===== src/rtl/vga_if.sv =====
// vga_if: VGA timing/pixel bundle passed between drawing stages
interface vga_if;
  logic [11:0] hcount;
  logic [11:0] vcount;
  logic [11:0] rgb;
  logic hsync;
  logic vsync;
  logic hblnk;
  logic vblnk;
  modport in (input hcount, vcount, hsync, vsync, hblnk, vblnk, rgb);
  modport out (output hcount, vcount, hsync, vsync, hblnk, vblnk, rgb);
endinterface


===== src/rtl/draw_cursor_overlay.sv =====
// draw_cursor_overlay: overlays an arrow, crosshair or box cursor onto a VGA pixel stream
module draw_cursor_overlay #(
  parameter int CUR_SIZE = 16,
  parameter int BLINK_FRAMES = 30,
  parameter int LATENCY = 2
) (
  input logic clk,
  input logic rst_n,
  input logic [11:0] xpos,
  input logic [11:0] ypos,
  input logic [1:0] mode,
  input logic [11:0] color,
  input logic blink_en,
  vga_if.in in,
  vga_if.out out
);
  typedef struct packed {
    logic [11:0] hc;
    logic [11:0] vc;
    logic hs;
    logic vs;
    logic hb;
    logic vb;
    logic [11:0] rgb;
    logic p;
    logic [11:0] c;
  } px_t;
  localparam logic [11:0] CS = 12'(CUR_SIZE);
  localparam logic [11:0] CE = 12'(CUR_SIZE - 1);
  localparam logic [7:0] BL = 8'(BLINK_FRAMES - 1);
  px_t st [LATENCY];
  px_t nx [LATENCY];
  px_t t;
  logic [11:0] x_s, y_s, c_s;
  logic [1:0] m_s;
  logic [7:0] fcnt;
  logic vis, vb_d, vb_rise, hit, in_x, in_y;
  logic [12:0] dx, dy;
  assign vb_rise = in.vblnk & ~vb_d;
  assign dx = {1'b0, st[0].hc} - {1'b0, x_s};
  assign dy = {1'b0, st[0].vc} - {1'b0, y_s};
  assign in_x = !dx[12] && dx[11:0] < CS;
  assign in_y = !dy[12] && dy[11:0] < CS;
  assign hit = vis && (m_s == 2'd1 ? in_x && in_y && dx[11:0] <= dy[11:0] :
                       m_s == 2'd2 ? st[0].hc == x_s || st[0].vc == y_s :
                       m_s == 2'd3 ? in_x && in_y && (dx[11:0] == 12'd0 || dy[11:0] == 12'd0 ||
                                                      dx[11:0] == CE || dy[11:0] == CE) :
                       1'b0);
  // Hit and colour join the pipe one stage in; the last stage applies them so out.rgb is registered
  always_comb begin
    nx[0] = {in.hcount, in.vcount, in.hsync, in.vsync, in.hblnk, in.vblnk, in.rgb, 1'b0, 12'd0};
    t = '0;
    for (int k = 1; k < LATENCY; k++) begin
      t = st[k-1];
      if (k == 1) begin
        t.p = hit;
        t.c = c_s;
      end
      if (k == LATENCY - 1) t.rgb = t.p && !t.hb && !t.vb ? t.c : t.rgb;
      nx[k] = t;
    end
  end
  always_ff @(posedge clk or negedge rst_n)
    if (!rst_n) st <= '{default: '0};
    else st <= nx;
  // vb_d resets high so a reset released during vblank waits for the next real rising edge
  always_ff @(posedge clk or negedge rst_n)
    if (!rst_n) begin
      x_s <= '0;
      y_s <= '0;
      c_s <= '0;
      m_s <= '0;
      fcnt <= '0;
      vis <= 1'b1;
      vb_d <= 1'b1;
    end else begin
      vb_d <= in.vblnk;
      if (vb_rise) begin
        x_s <= xpos;
        y_s <= ypos;
        m_s <= mode;
        c_s <= color;
      end
      if (!blink_en) begin
        fcnt <= '0;
        vis <= 1'b1;
      end else if (vb_rise) begin
        fcnt <= fcnt == BL ? 8'd0 : fcnt + 8'd1;
        vis <= fcnt == BL ? ~vis : vis;
      end
    end
  assign out.hcount = st[LATENCY-1].hc;
  assign out.vcount = st[LATENCY-1].vc;
  assign out.hsync = st[LATENCY-1].hs;
  assign out.vsync = st[LATENCY-1].vs;
  assign out.hblnk = st[LATENCY-1].hb;
  assign out.vblnk = st[LATENCY-1].vb;
  assign out.rgb = st[LATENCY-1].rgb;
endmodule


===== src/flat_wrapper.sv =====
// flat-port wrapper written by rule: the top's interface ports become plain ports
module draw_cursor_overlay_flat 
#(
  parameter int CUR_SIZE = 16,
  parameter int BLINK_FRAMES = 30,
  parameter int LATENCY = 2
)
  (clk, rst_n, xpos, ypos, mode, color, blink_en, in_hcount, in_vcount, in_hsync, in_vsync, in_hblnk, in_vblnk, in_rgb, out_hcount, out_vcount, out_hsync, out_vsync, out_hblnk, out_vblnk, out_rgb);
  vga_if in_i ();
  vga_if out_i ();
  input logic clk;
  input logic rst_n;
  input logic [11:0] xpos;
  input logic [11:0] ypos;
  input logic [1:0] mode;
  input logic [11:0] color;
  input logic blink_en;
  input wire logic [$bits(in_i.hcount)-1:0] in_hcount;
  input wire logic [$bits(in_i.vcount)-1:0] in_vcount;
  input wire logic [$bits(in_i.hsync)-1:0] in_hsync;
  input wire logic [$bits(in_i.vsync)-1:0] in_vsync;
  input wire logic [$bits(in_i.hblnk)-1:0] in_hblnk;
  input wire logic [$bits(in_i.vblnk)-1:0] in_vblnk;
  input wire logic [$bits(in_i.rgb)-1:0] in_rgb;
  output wire logic [$bits(out_i.hcount)-1:0] out_hcount;
  output wire logic [$bits(out_i.vcount)-1:0] out_vcount;
  output wire logic [$bits(out_i.hsync)-1:0] out_hsync;
  output wire logic [$bits(out_i.vsync)-1:0] out_vsync;
  output wire logic [$bits(out_i.hblnk)-1:0] out_hblnk;
  output wire logic [$bits(out_i.vblnk)-1:0] out_vblnk;
  output wire logic [$bits(out_i.rgb)-1:0] out_rgb;
  assign in_i.hcount = in_hcount;
  assign in_i.vcount = in_vcount;
  assign in_i.hsync = in_hsync;
  assign in_i.vsync = in_vsync;
  assign in_i.hblnk = in_hblnk;
  assign in_i.vblnk = in_vblnk;
  assign in_i.rgb = in_rgb;
  assign out_hcount = out_i.hcount;
  assign out_vcount = out_i.vcount;
  assign out_hsync = out_i.hsync;
  assign out_vsync = out_i.vsync;
  assign out_hblnk = out_i.hblnk;
  assign out_vblnk = out_i.vblnk;
  assign out_rgb = out_i.rgb;
  draw_cursor_overlay #(.CUR_SIZE(CUR_SIZE), .BLINK_FRAMES(BLINK_FRAMES), .LATENCY(LATENCY)) u_core (.clk(clk), .rst_n(rst_n), .xpos(xpos), .ypos(ypos), .mode(mode), .color(color), .blink_en(blink_en), .in(in_i), .out(out_i));
endmodule

===== config.mk =====
export PLATFORM = sky130hd
export DESIGN_NAME = draw_cursor_overlay_flat
export DESIGN_NICKNAME = d
export VERILOG_FILES = /design/src/rtl/vga_if.sv /design/src/rtl/draw_cursor_overlay.sv /design/src/flat_wrapper.sv
export SDC_FILE = /design/constraint.sdc
export NUM_CORES = 1
export LEC_CHECK = 0
export ABC_CLOCK_PERIOD_IN_PS = 4150
export CORE_MARGIN = 1
export CORE_UTILIZATION = 52
export DETAILED_ROUTE_END_ITERATION = 12
export MAX_ROUTING_LAYER = met4
export PLACE_DENSITY = 0.78
export SETUP_SLACK_MARGIN = 0.4
export SLEW_MARGIN = 20
export SYNTH_ARGS = -nofsm -noshare
export SYNTH_HDL_FRONTEND = slang
export SYNTH_SLANG_ARGS = --single-unit

===== constraint.sdc =====
create_clock -name clk -period 4.15 [get_ports clk]
set_input_delay 1.0375 -clock clk [delete_from_list [all_inputs] [get_ports clk]]
set_output_delay 1.0375 -clock clk [all_outputs]
set_load 0.05 [all_outputs]

* Word-level counts from Yosys, hierarchy flattened *
Index checks and enable logic that the tools add are counted.

storage, ports and cells
  bits in registers = 128

operators by class
  equality and inequality tests = 10
  mux-type cells = 10
  magnitude comparators = 3
  bitwise gates (word level) = 3
  $add $sub $neg = 3
  reduce and logical (&&, ||, !) cells = 19

operators by type and width
  cell                 count
  $sub 12x12->13       2
  $eq 12x12->1         2
  $eq 12x4->1 const B  2
  $logic_not 12->1     2
  $lt 12x5->1 const B  2
  $mux 8               3
  $le 12x12->1         1
  $mux 12              1
  $add 8x1->8 const B  1
  $eq 8x5->1 const B   1
  $logic_and 1x1->1    8
  $mux 1               6
  $eq 2x2->1 const B   2
  $logic_not 1->1      4
  $logic_or 1x1->1     4
  $ne 2x1->1 const B   2
  $eq 2x1->1 const B   1
  $not 1->1            2
  $reduce_and 2->1     1
  $and 1x1->1          1

* Depth between registers and ports, before layout *
Gate-level depths: netlist of run 1.

  depth in word-level cells = 13
  mapped depth = 18
  depth with buffers taken out = 17

* Worst setup path before layout of run 1 *
No wires, ideal clock.

  path kind = register -> register
  start point = register u_core.x_s[0]
  end point = register u_core.st, in the netlist u_core.out.rgb[10]
  setup slack = 349 ps
  arrival = 3,676 ps
  data required time = 4,025 ps
  cell stages (with the launch flop) = 17
  cell sequence = dfrtp_1 ha_1 fa_1 nor2b_1 o2111ai_1 nand3_1 and3_1 nor2_1 ha_1 or4_1 o211a_1 a32o_1 a21o_1 a211oi_2 o31ai_4 buf_12 mux2_4

RTL lines
  item                    RTL line                   source
  start, declared         draw_cursor_overlay.sv:34  logic [11:0] x_s, y_s, c_s;
  start signal, assigned  draw_cursor_overlay.sv:79  x_s <= xpos;
  end signal, assigned    draw_cursor_overlay.sv:65  else st <= nx;
  end, declared           draw_cursor_overlay.sv:31  px_t st [LATENCY];

==> impl_results.md, run 1 <==
- Fin. Hold Viols: 0
- Routed vias/inst: 5.47
- Number of diodes: 0
- Most frequent cells in the layout: dfrtp_1 (126), clkdlybuf4s50_1 (119), nand2_1 (48)
- Starting DRT DRC Count: 215
- Synthesized Nets: 683
- CTS buffer count: 17
- Die footprint: 0.0125 mm2
- CP top delay family: compound AO/OA/AOI/OAI gates
- Rel. slew slack: 0.469
- Violated checks: DRC
- Power density cells: 504 mW/mm2
- CTS max path bufs: 2
- Status: complete, but fails checks
- Core Region: 0.0116 mm2
- Slew Limit Fails: 0
- Die Y: 112 um
- Placer Congestion: ~0.89
- EDFF count, synth: 0
- Crit path arrival time: 4230 ps
- Initial antenna violation count: 0
- Htree depth: 4
- Worst setup EP type: flip-flop
- CTS tree: built
- Fin nets: 795
- Slowest cell delay on critical path: about 420 ps
- Antenna Violating Nets Remaining: 0
- Ports: 121
- Tmin final: 3930 ps
- Pleak: 3.70 nW
- Grt ovf: 0
- Vias in the first global route: 4,754
- Pin count of the biggest net entering global routing: 91
- First-pass GRT wire length: 22,800 um
- Peak supply drop: between 0.3 and 0.4 mV
- Via count: roughly 4,500
- Critical Path RT: between 4000 and 5000 ps
- Final setup skew: 8.83 ps
- Warnings, synthesis: 0
- Hold slack: approximately 360 ps
- Starting Density: 0.542
- Fmax: 254 MHz
- Synth unique cells: 71
- All-Layer GR Usage: 0.245
- Asr flop ratio synth: 1.00
- Post-DR wirelength/cell: 17.0 um
- DP HPWL: 9400 um
- CP Cell Sequence: ha_4 -> fa_2 -> nor2b_4 -> o2111ai_4 -> nand3_2 -> and3_4 -> nor2_1 -> ha_2 -> or4_1 -> o211a_1 -> a32o_1 -> a21o_1 -> a211oi_2 -> o31ai_4 -> clkbuf_16 -> mux2_4
- Crit path max fanout: 6
- Mapped Cells: 564
- Slew @ Worst Pin: 796 ps
- Yosys reg bits: approximately 130
- Crit start category: flip-flop
- Drt first pass iters: 8
- Synthesis-to-layout area growth: 33.0%
- Most frequently used flop master after synthesis: dfrtp_1
- Root Buffer Master: clkbuf_16
- Synth Cell Area: 0.00627 mm2
- Most common cell after layout, fill and taps aside: dfrtp_1
- Sink Count: 128
- Slowest cell on crit path: dfrtp_1
- Max Cap Viol: 0
- Final setup TNS: 0 ps
- Crit path kind: reg2reg
- Fillcell total: 789
- DRC Markers: 8
- Final worst path period share: 0.947
- Drt total wl: 14,100 um
- Clk_lat worst skew: 420 ps
- Sequential share of the synthesized area: 0.511
- Unrepaired setup endpoints after global routing: true
- Buffer and inverter count on the worst path: 1
- Chip width: 112 um
- Syn Area/Cell: between 10 and 15 um2
- Row Count: 39
- Hold WC Path Type: reg2reg
- I/O Buffers: 120
- Clock transition at path regs: 60 ps
- Final setup fails: 0
- Layout cells sized above 1: 0.180
through the flow:
stage                     utilization  total power [mW]  cell area [um2]  setup slack (ps)  std cells
after global placement          0.637              2.38             7360               174        782
after floorplan                     -              2.11             6280               441        564
after detailed placement        0.637              2.40             7360              25.9        782
after CTS                       0.707              4.14             8170               227        824
final                           0.721              4.20             8340               220        832
after global routing            0.721              4.39             8340               133        832
repair_timing:
action,CTS,global route
pin swaps,7,9
cloned,0,1
hold buffers,0,0
setup endpoints to repair,12,12
resized for setup,8,16
buffers inserted,10,7
cell type report:
class,count,area (um2),share of cell area
Tap cell,143,179,0.0215
Timing Repair Buffer,142,1400,0.168
Multi-Input combinational cell,348,2730,0.327
Inverter,39,146,0.0176
Clock inverter,11,200,0.0240
Clock buffer,21,480,0.0576
Sequential cell,128,3210,0.384
sequential cells by signal, summed over array words and instances, names as in the netlist, 2 cells and up:
name	count
u_core.m_s	2
u_core.out.rgb	12
u_core.out.vcount	12
u_core.c_s	12
u_core.x_s	12
u_core.out.hcount	12
u_core.fcnt	8
u_core.nx	28
u_core.y_s	12
u_core.st	12
Yosys cell counts (6+ instances only):
| cell | number | area [um2] |
|---|---|---|
| dfrtp_1 | 126 | 3150 |
| nand2_1 | 49 | 184 |
| o21ai_0 | 41 | 205 |
| inv_1 | 39 | 146 |
| buf_4 | 36 | 270 |
| ha_1 | 36 | 450 |
| nor2_1 | 28 | 105 |
| a21oi_1 | 17 | 85.1 |
| mux2_2 | 17 | 191 |
| nand3_1 | 12 | 60.1 |
| nor3_1 | 11 | 55.1 |
| clkbuf_1 | 10 | 37.5 |
| mux2_4 | 10 | 150 |
| a21o_1 | 8 | 60.1 |
| or3_1 | 8 | 50.1 |
| nand4_1 | 7 | 43.8 |
| and2_1 | 6 | 37.5 |
| o21a_1 | 6 | 45.0 |
power by group:
group	switching [mW]	internal [mW]
logic	0.611	0.498
clock network	0.561	1.14
registers	0.0483	1.35
total	1.22	2.98
kinds of logic after synthesis:
family,after synthesis,share of synthesized area
buffers and inverters,88,0.0769
flip-flops,128,0.511
AND/OR/NAND/NOR,150,0.119
multiplexers,30,0.0597
XOR/XNOR,11,0.0176
adder cells (fa/ha/maj),38,0.0783
AO/OA/AOI/OAI,119,0.138
final timing paths:
| kind | startpoint | end | slack (ps) | depth (start not counted) |
|---|---|---|---|---|
| setup / recovery | u_core.x_s[0]$_DFFE_PN0P_ | u_core.out.rgb[8]$_DFF_PN0_ | 220 | 16 |
| hold / removal | u_core.nx[28]$_DFF_PN0_ | u_core.out.hsync$_DFF_PN0_ | 360 | 0 |
| setup reg to reg | u_core.x_s[0]$_DFFE_PN0P_ | u_core.out.rgb[8]$_DFF_PN0_ | 220 | 16 |
| hold reg to reg | u_core.nx[28]$_DFF_PN0_ | u_core.out.hsync$_DFF_PN0_ | 360 | 0 |
| max in group asynchronous | rst_n | u_core.out.rgb[5]$_DFF_PN0_ | 2680 | 2 |
| min in group asynchronous | rst_n | u_core.x_s[6]$_DFFE_PN0P_ | 690 | 1 |
metal layers:
metal	routed length (um)	vias up	track usage	part of all wire
met5	0	-	-	0
met4	278	0	0.0928	0.020
met3	932	29	0.0866	0.066
met2	6960	139	0.398	0.49
met1	5950	2224	0.277	0.42
li1	-	2156	-	-
Note: power is estimated with default switching activity, not from simulation.
==> inputs of run 2 (changes only) <==
--- a/config.mk
+++ b/config.mk
@@ -10,9 +10,9 @@
 export CORE_UTILIZATION = 52
 export DETAILED_ROUTE_END_ITERATION = 12
 export MAX_ROUTING_LAYER = met4
-export PLACE_DENSITY = 0.78
+export PLACE_DENSITY = 0.89
+export REMOVE_ABC_BUFFERS = 1
 export SETUP_SLACK_MARGIN = 0.4
-export SLEW_MARGIN = 20
 export SYNTH_ARGS = -nofsm -noshare
 export SYNTH_HDL_FRONTEND = slang
 export SYNTH_SLANG_ARGS = --single-unit
==> impl_results.md, run 2 (same netlist as run 1, synthesis figures left out) <==
- Status: complete, but fails checks (unchanged)
- Final setup fails: 0 (unchanged)
- Filler-free cell count of the finished design: 832 (unchanged)
- Fillcell total: 799 (was 789)
- Crit path kind: reg2reg (unchanged)
- Die footprint: 0.0125 mm2 (unchanged)
- CTS buffer count: 17 (unchanged)
- Synthesis-to-layout area growth: 31.2% (was 33.0%)
- RR Startpoint: u_core.nx[41]$_DFF_PN0_ (was u_core.x_s[0]$_DFFE_PN0P_)
- Fin area: 0.00822 mm2 (was 0.00834 mm2)
- Starting Density: 0.542 (unchanged)
- Psw: 1.21 mW (was 1.22 mW)
- Crit path to: u_core.out.rgb[8]$_DFF_PN0_ (unchanged)
- Hold buffers post-CTS: 0 (unchanged)
- Peak supply drop: 0.348 mV (was 0.399 mV)
- Internal Dissipation: 2.69 mW (was 2.98 mW)
- Crit start category: flip-flop (unchanged)
- Dpl cell area: 0.00735 mm2 (was 0.00736 mm2)
- Critical Path RT: 4450 ps (was 4460 ps)
- CTS max path bufs: 2 (unchanged)
- Final setup skew: 9.31 ps (was 8.83 ps)
- Final worst path period share: 0.910 (was 0.947)
- Power density cells: 474 mW/mm2 (was 504 mW/mm2)
- I/O Buffers: 120 (unchanged)
- Grt ovf: 0 (unchanged)
- Number of diodes: 0 (unchanged)
- Fmax: 265 MHz (was 254 MHz)
- Hold WC Path Type: reg2reg (unchanged)
- Sink Count: 128 (unchanged)
- Starting DRT DRC Count: 214 (was 215)
- DP HPWL: 9210 um (was 9400 um)
- Total Power: 3.90 mW (was 4.20 mW)
- Logic pwr share: 0.278 (was 0.264)
- First-pass GRT wire length: 22,800 um (about the same)
- CTS tree: built (unchanged)
- Clock transition at path regs: 60 ps (about the same)
- Pin count of the biggest net entering global routing: 109 (was 91)
- All-Layer GR Usage: 0.242 (was 0.245)
- Post-Place Cells: 782 (unchanged)
- Rel. slew slack: 0.357 (was 0.469)
- Drt first pass iters: 10 (was 8)
- Vias in the first global route: 4,809 (was 4,754)
- Net Sw Frac: 0.311 (was 0.291)
- Root Buffer Master: clkbuf_16 (unchanged)
- Drt total wl: 13,500 um (was 14,100 um)
- R2R Path End: u_core.out.rgb[8]$_DFF_PN0_ (unchanged)
- Sequential Power Share: 0.358 (was 0.332)
- Unrepaired setup endpoints after global routing: true (unchanged)
- Most common cell after layout, fill and taps aside: dfrtp_1 (unchanged)
- Tmin final: 3780 ps (was 3930 ps)
- Die Y: 112 um (unchanged)
- Placer Congestion: 0.917 (was 0.891)
- Pleak: 3.65 nW (was 3.70 nW)
- Post-route setup slack: 372 ps (was 220 ps)
- Row Count: 39 (unchanged)
- Core Region: 0.0116 mm2 (unchanged)
- Max Cap Viol: 0 (unchanged)
- Layout cells sized above 1: 0.187 (was 0.180)
- Most frequent cells in the layout: dfrtp_1 (126), clkdlybuf4s50_1 (119), nand2_1 (48) (unchanged)
- Slew @ Worst Pin: 964 ps (was 796 ps)
- Final core utilization: 0.711 (was 0.721)
- Flop2flop setup slack: 370 ps (was 220 ps)
- Clk_lat worst skew: 420 ps (about the same)
- Max reg flops: 28 (unchanged)
- Violated checks: DRC (unchanged)
- Place WS: -30.6 ps (was 25.9 ps)
- Crit path arrival time: 4080 ps (was 4230 ps)
- Routed vias/inst: 5.51 (was 5.47)
- Clock power frac: 0.364 (was 0.404)
- Chip width: 112 um (unchanged)
- Initial antenna violation count: 0 (unchanged)
- Worst setup startpoint: u_core.nx[41]$_DFF_PN0_ (was u_core.x_s[0]$_DFFE_PN0P_)
- Hold slack: 352 ps (was 359 ps)
- Worst r2r path cells: 22 (was 16)
- Fin nets: 795 (unchanged)
- Final setup TNS: 0 ps (unchanged)
- Ports: 121 (unchanged)
- Fin. Hold Viols: 0 (unchanged)
- Via count: 4,584 (was 4,548)
- Antenna Violating Nets Remaining: 0 (unchanged)
- Worst setup EP type: flip-flop (unchanged)
- Slew Limit Fails: 0 (unchanged)
- Crit path max fanout: 8 (was 6)
- DRC Markers: 5 (was 8)
- Post-DR wirelength/cell: 16.2 um (was 17.0 um)
- Htree depth: 4 (unchanged)
run 2: cell types whose count changed in the layout (fill, tap and decap cells not counted), moves of 2 or more:
cell / previous run / this run
clkbuf_8: 4 / 1
clkinv_2: 0 / 2
bufinv_16: 5 / 1
mux2_1: 2 / 0
buf_6: 1 / 4
mux2_4: 10 / 12
clkinv_4: 2 / 5
run 2: cell type report:
class | count | area (um2) | area share
clock buffer | 18 | 439 | 0.0534
clock inverter | 14 | 133 | 0.0161
inverter | 39 | 146 | 0.0178
multi-input combinational | 348 | 2740 | 0.333
sequential | 128 | 3210 | 0.390
tap | 143 | 179 | 0.0218
timing repair buffer | 142 | 1380 | 0.168
run 2: timing repair:
item,in CTS,in global routing
endpoints found under the setup margin,12,12
buffers inserted,18,0
pin swaps,7,9
resized for setup,14,19
run 2: power by group through the flow:
stage / Clock (mW) / Sequential, mW / Combinational (mW)
floorplan: 0 / 1.47 / 0.608
global placement: 0 / 1.41 / 0.934
detailed placement: 0 / 1.41 / 0.965
CTS: 1.45 / 1.39 / 1.03
global route: 1.50 / 1.41 / 1.19
finish: 1.42 / 1.39 / 1.09
run 2: worst min path at each step:
| stage | cells past startpoint | start | slack (ps) | end |
|---|---|---|---|---|
| after detailed placement | 0 | u_core.nx[27]$_DFF_PN0_ | 340 | u_core.out.vsync$_DFF_PN0_ |
| after floorplan | 0 | u_core.nx[28]$_DFF_PN0_ | 330 | u_core.out.hsync$_DFF_PN0_ |
| after global placement | 0 | u_core.nx[28]$_DFF_PN0_ | 330 | u_core.out.hsync$_DFF_PN0_ |
| after global routing | 0 | u_core.nx[27]$_DFF_PN0_ | 370 | u_core.out.vsync$_DFF_PN0_ |
| final | 0 | u_core.nx[27]$_DFF_PN0_ | 350 | u_core.out.vsync$_DFF_PN0_ |
| after CTS | 0 | u_core.nx[27]$_DFF_PN0_ | 350 | u_core.out.vsync$_DFF_PN0_ |
run 2: per-layer routing:
metal / wire, um / track usage / share of wire / vias up
met5: 0 / - / 0 / -
met2: 6810 / 0.390 / 0.50 / 152
met3: 911 / 0.0702 / 0.067 / 23
met1: 5560 / 0.291 / 0.41 / 2244
li1: - / - / - / 2165
met4: 227 / 0.0829 / 0.017 / 0
run 2: critical path, stage by stage (launching register included):
cell	delay (ps)
dfrtp_1	400
inv_2	80
ha_4	130
fa_2	220
nor2b_4	50
o2111ai_2	190
nand3_2	140
and3_4	210
buf_4	130
buf_4	120
buf_4	130
buf_4	120
buf_4	120
buf_4	120
buf_4	120
buf_4	120
buf_4	120
o221ai_2	190
a2111oi_2	60
a41o_2	290
o31ai_4	70
buf_6	210
mux2_4	320
==> inputs of run 3 (changes only) <==
--- a/config.mk
+++ b/config.mk
@@ -11,8 +11,10 @@
 export DETAILED_ROUTE_END_ITERATION = 12
 export MAX_ROUTING_LAYER = met4
 export PLACE_DENSITY = 0.89
+export RECOVER_POWER = 50
 export REMOVE_ABC_BUFFERS = 1
 export SETUP_SLACK_MARGIN = 0.4
 export SYNTH_ARGS = -nofsm -noshare
 export SYNTH_HDL_FRONTEND = slang
 export SYNTH_SLANG_ARGS = --single-unit
+export TNS_END_PERCENT = 5
==> impl_results.md, run 3 (same netlist as run 1, synthesis figures left out) <==
- Drt first pass iters: 11 (was 10)
- DRC Markers: 5 (unchanged)
- All-Layer GR Usage: 0.242 (about the same)
- Synthesis-to-layout area growth: 30.9% (was 31.2%)
- Final core utilization: 0.710 (was 0.711)
- Die Y: 112 um (unchanged)
- Status: complete, but fails checks (unchanged)
- Clock power frac: 0.365 (was 0.364)
- Clk_lat worst skew: 420 ps (about the same)
- Rel. slew slack: -0.704 (was 0.357)
- CTS buffer count: 17 (unchanged)
- Crit path kind: reg2reg (unchanged)
- Slew @ Worst Pin: 2560 ps (was 964 ps)
- Place WS: -30.6 ps (unchanged)
- Drt total wl: 13,400 um (was 13,500 um)
- Ports: 121 (unchanged)
- Unrepaired setup endpoints after global routing: true (unchanged)
- Sink Count: 128 (unchanged)
- Crit path max fanout: 8 (unchanged)
- I/O Buffers: 120 (unchanged)
- Vias in the first global route: 4,797 (was 4,809)
- Htree depth: 4 (unchanged)
- Hold slack: 352 ps (about the same)
- Most common cell after layout, fill and taps aside: dfrtp_1 (unchanged)
- Crit path arrival time: 4070 ps (was 4080 ps)
- Hold buffers post-CTS: 0 (unchanged)
- Via count: 4,581 (was 4,584)
- Layout cells sized above 1: 0.184 (was 0.187)
- Clock transition at path regs: 60 ps (about the same)
- Post-route setup slack: 388 ps (was 372 ps)
- Critical Path RT: 4450 ps (about the same)
- Fin. Hold Viols: 0 (unchanged)
- Final worst path period share: 0.907 (was 0.910)
- Final setup skew: 9.31 ps (about the same)
- Sequential Power Share: 0.359 (was 0.358)
- Row Count: 39 (unchanged)
- Die footprint: 0.0125 mm2 (unchanged)
- CTS max path bufs: 2 (unchanged)
- Max reg flops: 28 (unchanged)
- Root Buffer Master: clkbuf_16 (unchanged)
- Internal Dissipation: 2.68 mW (was 2.69 mW)
- Logic pwr share: 0.276 (was 0.278)
- Fin nets: 795 (unchanged)
- DP HPWL: 9210 um (unchanged)
- Fin area: 0.00821 mm2 (was 0.00822 mm2)
- Psw: 1.21 mW (about the same)
- Peak supply drop: 0.347 mV (was 0.348 mV)
- Starting Density: 0.542 (unchanged)
- Starting DRT DRC Count: 228 (was 214)
- Hold WC Path Type: reg2reg (unchanged)
- Pin count of the biggest net entering global routing: 109 (unchanged)
- CTS tree: built (unchanged)
- Most frequent cells in the layout: dfrtp_1 (126), clkdlybuf4s50_1 (79), nand2_1 (48) (was dfrtp_1 (126), clkdlybuf4s50_1 (119), nand2_1 (48))
- Final setup fails: 0 (unchanged)
- Violated checks: DRC, capacitance limit, slew limit (was DRC)
- Slew Limit Fails: 109 (was 0)
- Power density cells: 473 mW/mm2 (was 474 mW/mm2)
- Placer Congestion: 0.917 (unchanged)
- Number of diodes: 0 (unchanged)
- Post-DR wirelength/cell: 16.1 um (was 16.2 um)
- Routed vias/inst: 5.51 (about the same)
- Tmin final: 3760 ps (was 3780 ps)
- Fmax: 266 MHz (was 265 MHz)
- Grt ovf: 0 (unchanged)
- Initial antenna violation count: 0 (unchanged)
- Antenna Violating Nets Remaining: 0 (unchanged)
- Net Sw Frac: 0.311 (about the same)
- Chip width: 112 um (unchanged)
- Final setup TNS: 0 ps (unchanged)
- Dpl cell area: 0.00735 mm2 (unchanged)
- Worst setup EP type: flip-flop (unchanged)
- Max Cap Viol: 1 (was 0)
- Crit start category: flip-flop (unchanged)
- Pleak: 3.65 nW (about the same)
- Core Region: 0.0116 mm2 (unchanged)
- First-pass GRT wire length: 22,800 um (about the same)
run 3: worst max-delay path: stages (launching register included):
cell and delay [ps]:
dfrtp_1 400, inv_2 80, ha_4 130, fa_2 220
nor2b_4 50, o2111ai_2 190, nand3_2 130, and3_4 200
buf_4 130, buf_4 120, buf_4 120, buf_4 120
buf_4 120, buf_4 120, buf_4 120, buf_4 120
buf_4 120, o221ai_2 190, a2111oi_2 60, a41o_2 290
o31ai_4 70, buf_6 200, mux2_4 320
run 3: layout make-up:
type                    count  area (um2)
flip-flops and latches    128        3210
clock inverters            14         133
fillers                   801        3360
repair buffers            142        1370
clock buffers              18         439
inverters                  39         146
multi-input cells         348        2730
well taps                 143         179
run 3: what timing repair did:
action	4_1_cts	5_1_grt
setup endpoints to repair	12	12
setup buffers	18	0
pin swaps	7	9
resized for setup	13	18
run 3: routing by layer:
layer / global-route usage / vias to the layer above / wire, um / part of all wire
met5: - / - / 0 / 0
li1: - / 2165 / - / -
met2: 0.389 / 159 / 6810 / 0.51
met1: 0.291 / 2235 / 5560 / 0.41
met4: 0.0829 / 0 / 216 / 0.016
met3: 0.0702 / 22 / 834 / 0.062
run 3: worst paths after layout:
path	endpoint	slack, ps	cells past startpoint	from
worst max-delay path	u_core.out.rgb[8]$_DFF_PN0_	390	22	u_core.nx[41]$_DFF_PN0_
worst min-delay path	u_core.out.vsync$_DFF_PN0_	350	0	u_core.nx[27]$_DFF_PN0_
worst max register to register	u_core.out.rgb[8]$_DFF_PN0_	390	22	u_core.nx[41]$_DFF_PN0_
worst min register to register	u_core.out.vsync$_DFF_PN0_	350	0	u_core.nx[27]$_DFF_PN0_
max in group asynchronous	u_core.nx[44]$_DFF_PN0_	1230	1	rst_n
min in group asynchronous	u_core.out.hcount[4]$_DFF_PN0_	1350	1	rst_n
run 3: power by group through the flow:
stage               clock (mW)  sequential [mW]  combinational (mW)
floorplan                    0             1.47               0.608
global placement             0             1.41               0.934
detailed placement           0             1.41               0.965
CTS                       1.45             1.39                1.03
global route              1.50             1.41                1.18
finish                    1.42             1.40                1.07
run 3: stage by stage:
stage / instances / power, mW
detailed placement: 782 / 2.38
CTS: 832 / 3.87
global placement: 782 / 2.34
finish: 832 / 3.89
floorplan: 515 / 2.08
global route: 832 / 4.09
